===== config.mk =====
export PLATFORM = sky130hd
export DESIGN_NAME = ifetch_queue
export DESIGN_NICKNAME = d
export VERILOG_FILES = /design/src/rtl/ifetch_queue.sv
export SDC_FILE = /design/constraint.sdc
export NUM_CORES = 1
export LEC_CHECK = 0
export CAP_MARGIN = 10
export CELL_PAD_IN_SITES_DETAIL_PLACEMENT = 1
export CELL_PAD_IN_SITES_GLOBAL_PLACEMENT = 1
export CORE_MARGIN = 2
export CORE_UTILIZATION = 41
export DETAILED_ROUTE_END_ITERATION = 12
export PLACE_DENSITY = 0.85
export SKIP_LAST_GASP = 1
export SYNTH_ARGS = -nofsm -noshare
export SYNTH_HDL_FRONTEND = slang
export SYNTH_SLANG_ARGS = --single-unit

===== constraint.sdc =====
create_clock -name clk -period 3.6 [get_ports clk]
set_input_delay 0.36 -clock clk [delete_from_list [all_inputs] [get_ports clk]]
set_output_delay 0.36 -clock clk [all_outputs]
set_load 0.02 [all_outputs]

===== src/rtl/ifetch_queue.sv =====
// rtl/ifetch_queue.sv - instruction fetch stage with prefetch FIFO and redirect flush
//
// Purpose:
//   Drives the RAM's combinational instruction read port, captures one word per cycle
//   into a DEPTH-entry prefetch FIFO, and presents {pc, instr} to the decoder over a
//   valid/ready handshake. A redirect flushes the queue and restarts fetch at a new PC.
//
// Ports:
//   clk, rst                 clock, synchronous active-high reset
//   fetch_addr / fetch_data  RAM port-2 address out / combinational data in
//   fetch_req                high when this cycle's fetch_data is pushed
//   redirect_valid/_pc       flush and restart fetch at redirect_pc (word aligned)
//   out_valid/ready          decoder handshake for the head entry
//   out_instr / out_pc       head entry contents
//   count                    current occupancy
module ifetch_queue #(
    parameter int unsigned           ALEN     = 64,
    parameter int unsigned           ILEN     = 32,
    parameter int unsigned           DEPTH    = 4,
    parameter logic [ALEN-1:0]       RESET_PC = ALEN'(4)
) (
    input  logic                         clk,
    input  logic                         rst,
    output logic [ALEN-1:0]              fetch_addr,
    input  logic [ILEN-1:0]              fetch_data,
    output logic                         fetch_req,
    input  logic                         redirect_valid,
    input  logic [ALEN-1:0]              redirect_pc,
    output logic                         out_valid,
    input  logic                         out_ready,
    output logic [ILEN-1:0]              out_instr,
    output logic [ALEN-1:0]              out_pc,
    output logic [$clog2(DEPTH+1)-1:0]   count
);

    localparam int unsigned PW = $clog2(DEPTH);
    localparam int unsigned CW = $clog2(DEPTH+1);

    logic [ALEN-1:0] fetch_pc_q, fetch_pc_d;
    logic [CW-1:0]   count_q,    count_d;
    logic [PW-1:0]   rd_ptr_q,   rd_ptr_d;
    logic [PW-1:0]   wr_ptr_q,   wr_ptr_d;
    logic [ALEN-1:0] pc_mem_q    [DEPTH];
    logic [ALEN-1:0] pc_mem_d    [DEPTH];
    logic [ILEN-1:0] instr_mem_q [DEPTH];
    logic [ILEN-1:0] instr_mem_d [DEPTH];

    logic pop;
    logic push;

    assign fetch_addr = fetch_pc_q;
    assign count      = count_q;
    assign out_valid  = (count_q != '0);
    assign out_pc     = pc_mem_q[rd_ptr_q];
    assign out_instr  = instr_mem_q[rd_ptr_q];

    assign pop       = out_valid & out_ready;
    // A pop frees a slot this cycle, so a full queue can still accept a fetch.
    assign push      = !rst && !redirect_valid && ((count_q < CW'(DEPTH)) || pop);
    assign fetch_req = push;

    always_comb begin
        fetch_pc_d  = fetch_pc_q;
        count_d     = count_q;
        rd_ptr_d    = rd_ptr_q;
        wr_ptr_d    = wr_ptr_q;
        pc_mem_d    = pc_mem_q;
        instr_mem_d = instr_mem_q;

        if (redirect_valid) begin
            // Any same-cycle pop already handed its entry to the decoder; the rest is dropped.
            fetch_pc_d = redirect_pc & ~ALEN'(3);
            count_d    = '0;
            rd_ptr_d   = '0;
            wr_ptr_d   = '0;
        end else begin
            if (push) begin
                pc_mem_d[wr_ptr_q]    = fetch_pc_q;
                instr_mem_d[wr_ptr_q] = fetch_data;
                wr_ptr_d              = wr_ptr_q + PW'(1);
                fetch_pc_d            = fetch_pc_q + ALEN'(4);
            end
            if (pop) begin
                rd_ptr_d = rd_ptr_q + PW'(1);
            end
            count_d = count_q + CW'(push) - CW'(pop);
        end
    end

    always_ff @(posedge clk) begin
        if (rst) begin
            fetch_pc_q <= RESET_PC;
            count_q    <= '0;
            rd_ptr_q   <= '0;
            wr_ptr_q   <= '0;
        end else begin
            fetch_pc_q <= fetch_pc_d;
            count_q    <= count_d;
            rd_ptr_q   <= rd_ptr_d;
            wr_ptr_q   <= wr_ptr_d;
        end
    end

    // Storage needs no reset: entries are only observed while out_valid is high.
    always_ff @(posedge clk) begin
        pc_mem_q    <= pc_mem_d;
        instr_mem_q <= instr_mem_d;
    end

endmodule


-- After elaboration in Yosys (flattened, before gate mapping)
Index checks and enable logic that the tools add are counted.
- add/sub/neg operators: 5
- multiplexer cells: 14
- $lt $le $gt $ge: 4
- bitwise logic cells: 4
- reduce and logical (&&, ||, !) cells: 10
- operators with widths (kind ; number):
    64-bit 2-to-1 mux ; 5
    256-bit bitwise mux ; 1
    64-bit binary-select mux with 2-bit select ; 1
    128-bit bitwise mux ; 1
    64-bit demux with 2-bit select ; 1
    32-bit 2-to-1 mux ; 3
    64-bit by 3-bit adder with 64-bit output (second input constant) ; 1
    32-bit binary-select mux with 2-bit select ; 1
    32-bit demux with 2-bit select ; 1
    3-bit greater-or-equal comparator (second input constant) ; 2
    2-bit inverter with 3-bit output ; 2
    2-bit by 1-bit adder with 2-bit output (second input constant) ; 2
    3-bit by 1-bit adder with 3-bit output ; 1
    1-bit logical AND ; 3
    3-bit by 1-bit less-than comparator with 1-bit output (second input constant) ; 1
    3-bit less-than comparator (second input constant) ; 1
    3-bit nonzero test ; 1
    3-bit by 1-bit subtractor with 3-bit output ; 1
    1-bit zero test ; 2
    2-bit AND reduction ; 1
    2-bit nonzero test ; 1
    2-bit OR reduction ; 1
    1-bit AND ; 1
    1-bit logical OR ; 1
    1-bit inverter ; 1
- input port bits: 100
- output and inout bits: 165
- register bits: 455

-- Depth between registers and ports, before layout
Gate-level depths: netlist (run 1).
- depth after elaboration: 6
- gate-level depth with buffers: 9
- depth with buffers taken out: 9

-- Worst setup path before layout (run 1)
OpenSTA, ideal clock, no wires.
- path type: input port to flip-flop
- from: input rst
- to: register instr_mem_q[0] (netlist name), enable pin
- setup time: 464 ps
- stages: 3
- path slack: 70 ps
- arrival time: 3066 ps
- data required time: 3136 ps
- path through: clkbuf_1 -> nor2_1 -> and3_1
- longest elaborated chain between the ends: 4
- RTL lines (what ; RTL line ; RTL):
    start: declaration ; 23 ; input logic rst,
    1-bit zero test ; 59 ; assign push = !rst && !redirect_valid && ((count_q < CW'(DEPTH)) || pop);
    1-bit logical AND (2 in a row) ; 59 ;
    2-bit AND reduction (no source line) ; n/a ;
    end signal: assignment ; 107 ; instr_mem_q <= instr_mem_d;
    end: declaration ; 45 ; logic [ILEN-1:0] instr_mem_q [DEPTH];
Every way passes these cells.
A chain may end at the register's enable or synchronous reset.

-- Final worst setup path (run 1)
- from: register rd_ptr_q[0]
- to: output out_pc[9]
- longest elaborated chain between the ends: 4
- RTL lines (what ; RTL line ; RTL):
    start: declaration ; 41 ; logic [PW-1:0] rd_ptr_q, rd_ptr_d;
    start signal: assignment ; 99 ; rd_ptr_q <= rd_ptr_d;
    2-bit inverter with 3-bit output (not written as such) ; 54 ; assign out_pc = pc_mem_q[rd_ptr_q];
    64-bit binary-select mux with 2-bit select ; 54 ;
    64-bit 2-to-1 mux (not written as such) (2 in a row) ; 54 ;
    end: declaration ; 32 ; output logic [ALEN-1:0] out_pc,
Every way passes these cells. The select of a mux whose other input is x is not followed.

==> impl_metrics.prom, run 1 <==
# TYPE chip_impl_metric gauge
chip_impl_info{name="status",value="completed"} 1
chip_impl_info{name="critical_path.reg2reg.startpoint",value="fetch_addr[2]"} 1
chip_impl_metric{name="final.period_utilization",unit=""} 0.874
chip_impl_metric{name="path_clk_slew",unit="ps"} 60
chip_impl_metric{name="max_slew.worst_pin.slew",unit="ps"} 1110
chip_impl_metric{name="seq_area_frac_synth",unit=""} 0.709
chip_impl_metric{name="synth_warnings",unit=""} 0
chip_impl_metric{name="cts.path.max_buffers",unit=""} 3
chip_impl_metric{name="fin_tns_setup",unit="ps"} 0
chip_impl_metric{name="synth-edff-count",unit=""} 376
chip_impl_metric{name="floorplan.die.width",unit="um"} 213
chip_impl_metric{name="dp_hpwl",unit="mm"} 33.5
chip_impl_metric{name="timing.final.crit_period",unit="ps"} 3150
chip_impl_metric{name="area_delta_synth_final",unit="%"} 28.0
chip_impl_metric{name="drc_errors",unit=""} 0
chip_impl_metric{name="drtIter0Drc",unit=""} 886
chip_impl_info{name="timing.hold.worst.class",value="input pin to flip-flop"} 1
chip_impl_metric{name="syn_inst",unit=""} 1063
chip_impl_metric{name="netlist-cell-type-count",unit=""} 65
chip_impl_metric{name="timing.final.hold_violations",unit=""} 0
chip_impl_metric{name="drt-wirelength-per-cell",unit="um"} 25.6
chip_impl_metric{name="antenna_found_initial",unit=""} 13
chip_impl_metric{name="post-place-ws",unit="ps"} 657
chip_impl_metric{name="skew",unit="ps"} 19.2
chip_impl_metric{name="placeableCoreArea",unit="sq um"} 43100
chip_impl_metric{name="worst-path-max-fanout",unit=""} 34
chip_impl_info{name="worstHoldEndpoint",value="fetch_addr[13]"} 1
chip_impl_metric{name="gp_routability_congestion",unit=""} 0.781
chip_impl_metric{name="final_layout_size_suffix_gt1_frac",unit=""} 0.162
chip_impl_metric{name="dieArea",unit="sq um"} 45300
chip_impl_metric{name="worst_r2r_path_depth",unit=""} 6
chip_impl_metric{name="synthArstFlopShare",unit=""} 0
chip_impl_info{name="setup_repair_after_global_routing_missed_its_margin",value="false"} 1
chip_impl_metric{name="p_leak",unit="nW"} 7.30
chip_impl_metric{name="grt_start_max_net_pins",unit=""} 53
chip_impl_metric{name="final_core_utilization",unit=""} 0.531
chip_impl_metric{name="die_outline_height",unit="um"} 213
chip_impl_info{name="critPathKind",value="flip-flop to output port"} 1
chip_impl_metric{name="clock_sinks",unit=""} 445
chip_impl_metric{name="final-max-slew-violation-count",unit=""} 0
chip_impl_metric{name="synth.cell_area",unit="sq um"} 17900
chip_impl_metric{name="ir_drop",unit="mV"} 0.554
chip_impl_info{name="cts.root.buffer_cell",value="sky130_fd_sc_hd__clkbuf_16"} 1
chip_impl_metric{name="required",unit="ps"} 3240
chip_impl_metric{name="i_o_pin_count",unit=""} 265
chip_impl_metric{name="synth-seq-cells",unit=""} 445
chip_impl_metric{name="final_net_count",unit=""} 1453
chip_impl_metric{name="cts.repair.resized",unit=""} 0
chip_impl_info{name="hp-start",value="rst"} 1
chip_impl_metric{name="firstDrtPassIters",unit=""} 5
chip_impl_metric{name="ant_nets",unit=""} 0
chip_impl_metric{name="fmax",unit="GHz"} 0.318
chip_impl_info{name="cts_tree",value="yes"} 1
chip_impl_metric{name="hold-path-cell-count",unit=""} 2
chip_impl_metric{name="globalRouteTotalUtil",unit=""} 0.226
chip_impl_metric{name="ctsHoldBuffers",unit=""} 0
chip_impl_metric{name="max_cap_viol_count",unit=""} 0
chip_impl_metric{name="floorplan.initialDensity",unit=""} 0.415
chip_impl_metric{name="port-buffer-count",unit=""} 258
chip_impl_metric{name="slew_headroom",unit=""} 0.256
chip_impl_info{name="most-common-layout-cells",value="376 x sky130_fd_sc_hd__edfxtp_1, 256 x sky130_fd_sc_hd__clkdlybuf4s50_1, 94 x sky130_fd_sc_hd__mux4_2"} 1
chip_impl_metric{name="final_setup_viols",unit=""} 0
chip_impl_metric{name="grt_remaining_overflow",unit=""} 0
chip_impl_metric{name="timing.reg2reg.setup_slack",unit="ps"} 620
chip_impl_info{name="critical_path.reg2reg.endpoint",value="fetch_addr[50]"} 1
chip_impl_metric{name="setup_ws",unit="ps"} 453
chip_impl_info{name="critPathLaunchType",value="flip-flop"} 1
chip_impl_metric{name="first_global_vias",unit=""} 11800
chip_impl_metric{name="grt_pass1_wl",unit="mm"} 75.6
chip_impl_metric{name="routed-via-count",unit=""} 11100
chip_impl_info{name="layout.cells.most_common",value="sky130_fd_sc_hd__edfxtp_1"} 1
chip_impl_info{name="yosys_most_used_dff",value="sky130_fd_sc_hd__edfxtp_1"} 1
chip_impl_metric{name="worst_skew_pair.late_latency",unit="ps"} 570
chip_impl_metric{name="wire_length_reported_by_the_detailed_router",unit="mm"} 50.6
chip_impl_metric{name="power_density_over_cell_area",unit="nW/um^2"} 513
chip_impl_metric{name="cts-htree-levels",unit=""} 2
chip_impl_metric{name="rows",unit=""} 76
chip_impl_info{name="worstSetupEndpointType",value="output port"} 1
chip_impl_metric{name="cts_setup_buffers",unit=""} 0
chip_impl_metric{name="tritoncts.num_buffers",unit=""} 47
chip_impl_metric{name="detail_route.vias_per_cell",unit=""} 5.62
chip_impl_metric{name="synthesis.area_per_instance",unit="sq um"} 16.8
chip_impl_metric{name="worst_ep_arrival_time",unit="ps"} 2790
logic make-up after synthesis:
logic type / after synthesis / synth area share
flops: 445 / 0.709
simple gates: 306 / 0.0910
mux: 102 / 0.123
compound gates: 96 / 0.0409
buf+inv: 87 / 0.0206
xor+xnor: 18 / 0.00882
fa+ha+maj: 8 / 0.00602
other cells: 1 / 0.000210
area by class of cell:
cell class	count	area [sq um]
fillers	4036	20200
flip-flops and latches	445	12700
multi-input cells	534	4860
repair buffers	291	2960
clock buffers	66	1340
well taps	585	732
clock inverters	19	178
inverters	26	97.6
diodes	9	22.5
worst max-delay path, stage by stage (launching register included):
cell,delay [ps]
sky130_fd_sc_hd__dfxtp_4,690
sky130_fd_sc_hd__buf_12,350
sky130_fd_sc_hd__mux4_2,550
sky130_fd_sc_hd__clkdlybuf4s50_1,610
flip-flops by register name, summed over array words and instances (netlist names):
signal,flops
count,3
fetch_addr,62
instr_mem_q,128
pc_mem_q,248
rd_ptr_q,2
wr_ptr_q,2
through the flow:
step                hold slack (ps)  std cells  power [mW]  area (sq um)
global placement                474       1881        7.01         21300
floorplan                       459       1066        6.49         17900
global route                    265       1971        12.1         22900
finish                          263       1975        11.7         22900
detailed placement              508       1881        7.07         21300
CTS                             229       1966        11.9         22800
routing by layer:
layer / up-vias / share of wire / GRT usage
li1: 4877 / - / -
met1: 5738 / 0.40 / 0.288
met2: 370 / 0.49 / 0.371
met3: 100 / 0.072 / 0.0578
met4: 10 / 0.032 / 0.0909
met5: - / 0.0013 / 0
cell usage after synthesis, types with 6 or more instances:
cell                        count  area (sq um)
sky130_fd_sc_hd__nor3_1        30           150
sky130_fd_sc_hd__and4_1         8          70.1
sky130_fd_sc_hd__a2111oi_0      9          78.8
sky130_fd_sc_hd__or3_1          7          43.8
sky130_fd_sc_hd__mux4_2        94          2120
sky130_fd_sc_hd__nand2_1       53           199
sky130_fd_sc_hd__and2_1         9          56.3
sky130_fd_sc_hd__nand3_1       32           160
sky130_fd_sc_hd__nor4_1        12          75.1
sky130_fd_sc_hd__nor2_1        73           274
sky130_fd_sc_hd__inv_1         25          93.8
sky130_fd_sc_hd__dfxtp_1       69          1380
sky130_fd_sc_hd__edfxtp_1     376         11300
sky130_fd_sc_hd__buf_1         13          48.8
sky130_fd_sc_hd__a211oi_1      16           120
sky130_fd_sc_hd__o21ai_0        8          40.0
sky130_fd_sc_hd__or4_1         11          82.6
sky130_fd_sc_hd__mux2_2         6          67.6
sky130_fd_sc_hd__clkbuf_1      38           143
sky130_fd_sc_hd__nand4_1       27           169
sky130_fd_sc_hd__o41ai_1        6          52.6
sky130_fd_sc_hd__xnor2_1        6          52.6
sky130_fd_sc_hd__ha_1           7          87.6
sky130_fd_sc_hd__o31ai_1        7          52.6
sky130_fd_sc_hd__and3_1        16           100
sky130_fd_sc_hd__xor2_1        12           105
sky130_fd_sc_hd__a21oi_1       14          70.1
sky130_fd_sc_hd__a311oi_1      12           105
power breakdown:
part           internal, mW  leakage, nW  switching [mW]
clock network          2.81        0.758            1.98
registers              5.76         4.01           0.174
logic                 0.499         2.53           0.526
how the worst max path moves through the flow:
stage | start | end | slack, ps | cells past startpoint
finish | rd_ptr_q[0] | out_pc[9] | 450 | 3
floorplan | rst | instr_mem_q[0] | 70 | 3
CTS | rd_ptr_q[0] | out_pc[9] | 340 | 3
detailed placement | rst | fetch_addr[53] | 660 | 8
global route | rd_ptr_q[0] | out_pc[11] | 290 | 3
global placement | out_ready | count[2] | 680 | 10
No activity file was read; power rests on OpenSTA's default activity.
==> inputs of run 2 (changes only) <==
--- a/config.mk
+++ b/config.mk
@@ -9,10 +9,12 @@
 export CELL_PAD_IN_SITES_DETAIL_PLACEMENT = 1
 export CELL_PAD_IN_SITES_GLOBAL_PLACEMENT = 1
 export CORE_MARGIN = 2
-export CORE_UTILIZATION = 41
+export CORE_UTILIZATION = 48
 export DETAILED_ROUTE_END_ITERATION = 12
-export PLACE_DENSITY = 0.85
+export DONT_BUFFER_PORTS = 1
+export PLACE_DENSITY = 0.84
 export SKIP_LAST_GASP = 1
+export SLEW_MARGIN = 20
 export SYNTH_ARGS = -nofsm -noshare
 export SYNTH_HDL_FRONTEND = slang
 export SYNTH_SLANG_ARGS = --single-unit
==> run 2 against run 1 <==
  * Total power down 2.3%
  * Die area down 14%
  * Worst hold slack worse by 230 ps
  * Combinational power down 29%
  * Largest power group unchanged
  * Final area down 7.6%
  * Sequential power up 0.7%
  * Sequential cell count unchanged
  * First-iteration DRC count down 26%
  * Clock skew up 4.7 ps
  * Critical path type is now flip-flop to flip-flop
  * Non-clock buffer count down 155
  * Register-to-register slack worse by 430 ps
  * Clock power about the same
==> impl_metrics.prom, run 2 (synthesized netlist as in run 1, its figures left out) <==
# TYPE chip_impl_metric gauge
chip_impl_metric{name="drc_errors",unit=""} 0
chip_impl_metric{name="drtIter0Drc",unit=""} 659
chip_impl_metric{name="grt_pass1_wl",unit="mm"} 71.0
chip_impl_metric{name="placeableCoreArea",unit="sq um"} 36600
chip_impl_metric{name="ir_drop",unit="mV"} 0.465
chip_impl_metric{name="skew",unit="ps"} 23.9
chip_impl_metric{name="dieArea",unit="sq um"} 38800
chip_impl_metric{name="total_switching_power",unit="mW"} 2.60
chip_impl_metric{name="grt_remaining_overflow",unit=""} 0
chip_impl_metric{name="slew_headroom",unit=""} 0.361
chip_impl_metric{name="pwr-share-comb",unit=""} 0.063
chip_impl_metric{name="final.period_utilization",unit=""} 0.948
chip_impl_metric{name="i_o_pin_count",unit=""} 265
chip_impl_metric{name="path_clk_slew",unit="ps"} 70
chip_impl_metric{name="wire_length_reported_by_the_detailed_router",unit="mm"} 47.5
chip_impl_metric{name="first_global_vias",unit=""} 11200
chip_impl_metric{name="largest_register_ff_count",unit=""} 248
chip_impl_metric{name="timing.final.crit_period",unit="ps"} 3410
chip_impl_metric{name="port-buffer-count",unit=""} 0
chip_impl_metric{name="floorplan.die.width",unit="um"} 197
chip_impl_metric{name="required",unit="ps"} 4120
chip_impl_metric{name="clock_sinks",unit=""} 445
chip_impl_metric{name="routed-via-count",unit=""} 10500
chip_impl_metric{name="fmax",unit="GHz"} 0.293
chip_impl_metric{name="area_delta_synth_final",unit="%"} 18.2
chip_impl_metric{name="power.share.clock",unit=""} 0.416
chip_impl_metric{name="floorplan.initialDensity",unit=""} 0.488
chip_impl_metric{name="worst_ep_arrival_time",unit="ps"} 3930
chip_impl_metric{name="power_density_over_cell_area",unit="nW/um^2"} 543
chip_impl_info{name="critPathLaunchType",value="flip-flop"} 1
chip_impl_metric{name="timing.final.hold_violations",unit=""} 0
chip_impl_metric{name="max_slew.worst_pin.slew",unit="ps"} 950
chip_impl_metric{name="multiInputGateArea",unit="sq um"} 4860
chip_impl_info{name="setup_repair_after_global_routing_missed_its_margin",value="false"} 1
chip_impl_metric{name="dp_hpwl",unit="mm"} 29.5
chip_impl_metric{name="nFillCells",unit=""} 3282
chip_impl_metric{name="timing.hold.ws",unit="ps"} 32.6
chip_impl_metric{name="final-max-slew-violation-count",unit=""} 0
chip_impl_metric{name="max_stage_delay",unit="ps"} 700
chip_impl_metric{name="int_power",unit="mW"} 8.87
chip_impl_metric{name="fin_tns_setup",unit="ps"} 0
chip_impl_metric{name="final-seq-area",unit="sq um"} 12700
chip_impl_metric{name="final_net_count",unit=""} 1297
chip_impl_info{name="worstSetupEndpointType",value="flip-flop"} 1
chip_impl_metric{name="detail_route.vias_per_cell",unit=""} 6.18
chip_impl_metric{name="final_setup_viols",unit=""} 0
chip_impl_metric{name="globalRouteTotalUtil",unit=""} 0.247
chip_impl_metric{name="worst-path-max-fanout",unit=""} 12
chip_impl_metric{name="max_cap_viol_count",unit=""} 0
chip_impl_metric{name="sequentialPowerShare",unit=""} 0.521
chip_impl_metric{name="power_switching_share",unit=""} 0.227
chip_impl_metric{name="gp_routability_congestion",unit=""} 0.785
chip_impl_metric{name="die_outline_height",unit="um"} 197
chip_impl_info{name="cts_tree",value="yes"} 1
chip_impl_metric{name="tritoncts.num_buffers",unit=""} 46
chip_impl_info{name="cts.root.buffer_cell",value="sky130_fd_sc_hd__clkbuf_16"} 1
chip_impl_metric{name="p_leak",unit="nW"} 6.71
chip_impl_metric{name="grt_start_max_net_pins",unit=""} 62
chip_impl_metric{name="final_layout_size_suffix_gt1_frac",unit=""} 0.175
chip_impl_info{name="status",value="completed"} 1
chip_impl_metric{name="totalPowerFinal",unit="mW"} 11.5
chip_impl_metric{name="drt-wirelength-per-cell",unit="um"} 27.9
chip_impl_info{name="most-common-layout-cells",value="376 x sky130_fd_sc_hd__edfxtp_1, 99 x sky130_fd_sc_hd__dlygate4sd3_1, 94 x sky130_fd_sc_hd__mux4_2"} 1
chip_impl_info{name="cp_cell_sequence",value="and4_1 -> nand4_1 -> or4_1 -> or2_0 -> a2111oi_1 -> dlygate4sd3_1"} 1
chip_impl_info{name="critPathKind",value="flip-flop to flip-flop"} 1
chip_impl_metric{name="worst_skew_pair.late_latency",unit="ps"} 580
chip_impl_info{name="cpMaxStageDelayCell",value="sky130_fd_sc_hd__or4_1"} 1
chip_impl_metric{name="firstDrtPassIters",unit=""} 5
chip_impl_info{name="largest-register",value="pc_mem_q"} 1
chip_impl_info{name="layout.cells.most_common",value="sky130_fd_sc_hd__edfxtp_1"} 1
chip_impl_metric{name="ant_nets",unit=""} 0
chip_impl_metric{name="cts.path.max_buffers",unit=""} 3
chip_impl_metric{name="cts_setup_buffers",unit=""} 0
chip_impl_metric{name="rows",unit=""} 70
chip_impl_metric{name="antenna_found_initial",unit=""} 5
chip_impl_info{name="timing.hold.worst.class",value="input pin to flip-flop"} 1
chip_impl_metric{name="cts-htree-levels",unit=""} 2
-- run 2: worst paths after layout --
check                                    start        endpoint  slack [ps]  cells after the start
worst max register to register  fetch_addr[31]  fetch_addr[50]         190                      6
worst max-delay path            fetch_addr[31]  fetch_addr[50]         190                      6
worst min register to register     wr_ptr_q[1]     wr_ptr_q[1]         520                      2
worst min-delay path                       rst  fetch_addr[61]          30                      2
-- run 2: repair_timing --
item,in CTS,in global routing
endpoints found under the hold margin,187,0
hold buffers,100,0
setup endpoints to repair,0,1
gates resized for setup,0,1
-- run 2: power by group through the flow --
stage | clock network (mW) | logic [mW] | registers [mW]
6_report | 4.77 | 0.725 | 5.97
5_1_grt | 5.04 | 0.776 | 5.99
4_1_cts | 4.86 | 0.728 | 5.97
3_5_place_dp | 0 | 0.588 | 6.08
3_3_place_gp | 0 | 0.568 | 6.06
2_1_floorplan | 0 | 0.451 | 6.04
-- run 2: layer usage --
metal  routed length (um)  part of all wire  vias to the layer above  global-route usage
met4                 1240             0.026                        0              0.0897
met5                    0                 0                        -                   0
li1                     -                 -                     4550                   -
met1                18900              0.40                     5502               0.312
met2                23700              0.50                      386               0.413
met3                 3660             0.077                       80              0.0647
-- run 2: cell type report --
class,instances,share of cell area
antenna,7,0.000829
clock buffer,62,0.0598
clock inverter,23,0.0121
inverter,26,0.00462
multi-input combinational,534,0.230
sequential,445,0.600
tap,468,0.0277
timing repair buffer,136,0.0646
-- run 2: through the flow --
step,area (sq um),setup WS [ps],utilization,std cells
after floorplan,17900,69.6,-,1066
after global placement,18600,610,0.507,1509
after detailed placement,18600,465,0.507,1509
after CTS,21100,247,0.577,1694
after global routing,21100,11.0,0.577,1697
final,21100,187,0.577,1701
-- run 2: worst max-delay path, delay by kind of cell, from the launching register on --
kind | cells | cell delay (ps)
AO/OA/AOI/OAI | 1 | 330
AND/OR/NAND/NOR | 4 | 1770
buffers and inverters | 1 | 590
flip-flops | 1 | 670
==> RTL change: new RTL, flow settings as in run 2 <==
Set the parameter `DEPTH` to 8 (it was 4).
--- a/src/rtl/ifetch_queue.sv
+++ b/src/rtl/ifetch_queue.sv
@@ -17,5 +17,5 @@
     parameter int unsigned           ALEN     = 64,
     parameter int unsigned           ILEN     = 32,
-    parameter int unsigned           DEPTH    = 4,
+    parameter int unsigned           DEPTH    = 8,
     parameter logic [ALEN-1:0]       RESET_PC = ALEN'(4)
 ) (
Interface: changed (resized count); port bits go from 265 to 266. No check against the original RTL was run, so the function may have changed too.
==> RTL change against run 2 <==
  * Final area is 80% higher
  * Synthesized cell count is 57% higher
  * Worst setup slack better by 0.035 ns
  * Routed wire length grew 84%
  * Synthesized area grew 83%
  * Sequential cell count up 379
  * Total power is 97% higher
  * Critical path type unchanged
  * Critical endpoint is now fetch_addr[53]$_SDFFE_PP0P_
==> RTL change: results (changes against run 2) <==
- Post-synth EDFFs: 752 (+100%)
- Hold_buf cts: 95 (-5.0%)
- Post-DR wirelength/cell: 31.37 um (+12%)
- Met3 WL: 7655 um (+110%)
- HPWL after DPL: 48820 um (+66%)
- Max_slew headroom: 41.20% (+5.1 points)
- Metal1 wirelength: 33960 um (+80%)
- Max FFs per register: 496 (+100%)
- Highest metal layer with signal wires: met5
- Placed Cells: 2526 (+67%)
- Clk Latency, worst-skew pair: 0.65 ns (+0.07 ns)
- Placer Congestion: 0.8567 (+9.1%)
- Routing usage on met3: 7.766% (+1.3 points)
- Layout Nets: 1943 (+50%)
- All-Layer GR Usage: 25.09% (+0.38 points)
- Routed WL: 87420 um (+84%)
- Post-synth top cells: edfxtp_1, mux4_2, mux2_2
- Critical path arrival: 3.97 ns (+0.04 ns)
- TritonCTS buffer count: 84 (+83%)
- Setup Fix Bufs, Post-CTS: 0 (unchanged)
- Global-route wire length before repair: 128500 um (+81%)
- Vias post-DR: 17500 (+66%)
- CTS max path bufs: 3 (unchanged)
- Post-synthesis sequential area ratio: 73.55% (+2.6 points)
- Ratio of cells with drive above 1 in the final layout: 27.42% (+10 points)
- Combinational Power Share: 12.1% (+5.8 points)
- Distinct cell type count after synthesis: 74 (+14%)
- Clock network power share: 38.7% (-2.9 points)
- Leak Pwr: 11.81 nW (+76%)
- Post-Layout Inst Area: 0.03810 sq mm (+80%)
- Skew final: 0.03657 ns (+0.01272 ns)
- Length of the first detailed-routing pass in iterations: 8 (+3)
- Filler cell count: 5807 (+77%)
- Worst VDD drop: 0.0004981 V (+7.2%)
- Met2 wire length: 42880 um (+81%)
- Switching fraction of total power: 24.63% (+2.0 points)
- GR Util met2: 41.42% (+0.090 points)
- Synth Instances: 1668 (+57%)
- Initial antenna violation count: 16 (+11)
- Synth area leaders: edfxtp_1, mux4_2, dfxtp_1
- Reg with most FFs: pc_mem_q
- Largest net degree at the start of global routing: 73 (+18%)
- Setup WS pre-CTS: 0.3904 ns (-0.07474 ns)
- Number of global-route vias before repair: 18870 (+68%)
- Status: finished, final reports clean
- Cell area power density: 592.8 mW/mm^2 (+9.2%)
- Crit path max fanout: 13 (+1)
[RTL change: changes by cell type in the layout (fill, tap and decap cells not counted), moves of 10 or more]
cell       before  now
nor2_1         73   86
clkbuf_16      47   85
buf_12          6   23
buf_4          30   54
mux2_2          6  100
mux4_2         94  188
a311oi_1       12   22
nand2_1        53   37
edfxtp_1      376  752
nor3_1         30   17
clkinv_2        2   15
[RTL change: area by class of cell]
class | instances | share of cell area (%)
Sequential cell | 824 | 63.10
Multi-Input combinational cell | 726 | 21.72
Clock buffer | 104 | 5.822
Timing Repair Buffer | 171 | 4.788
Tap cell | 873 | 2.867
Clock inverter | 52 | 1.356
Inverter | 27 | 0.2791
Antenna cell | 10 | 0.06567
[RTL change: cell families after synthesis]
kind of cell	after synthesis	synth area share, %
AOI/OAI and AO/OA	111	2.643
xor gates and xnor gates	18	0.4826
adders and majority gates	9	0.3677
buffers and inverters	121	1.582
DFF	824	73.55
muxes	289	16.44
other	1	0.01148
and+or+nand+nor	295	4.926
[RTL change: path summary, 6_finish.rpt]
path,from,endpoint,slack (ns),depth (start not counted)
worst max-delay path,fetch_addr[45]$_SDFFE_PP0P_,fetch_addr[53]$_SDFFE_PP0P_,0.22,6
worst min-delay path,redirect_valid,fetch_addr[32]$_SDFFE_PP0P_,0.03,3
worst min register to register,fetch_addr[15]$_SDFFE_PP0P_,pc_mem_q[79]$_DFFE_PP_,0.67,1
worst max register to register,fetch_addr[45]$_SDFFE_PP0P_,fetch_addr[53]$_SDFFE_PP0P_,0.22,6
[RTL change: critical path, cell delays in order, from the launching register on]
cell and delay, ns:
dfxtp_1 0.78, nand4_1 0.37, nor2_1 0.31, nand4_1 0.41, o41a_1 0.56, a2111oi_1 0.30, dlygate4sd3_1 0.60
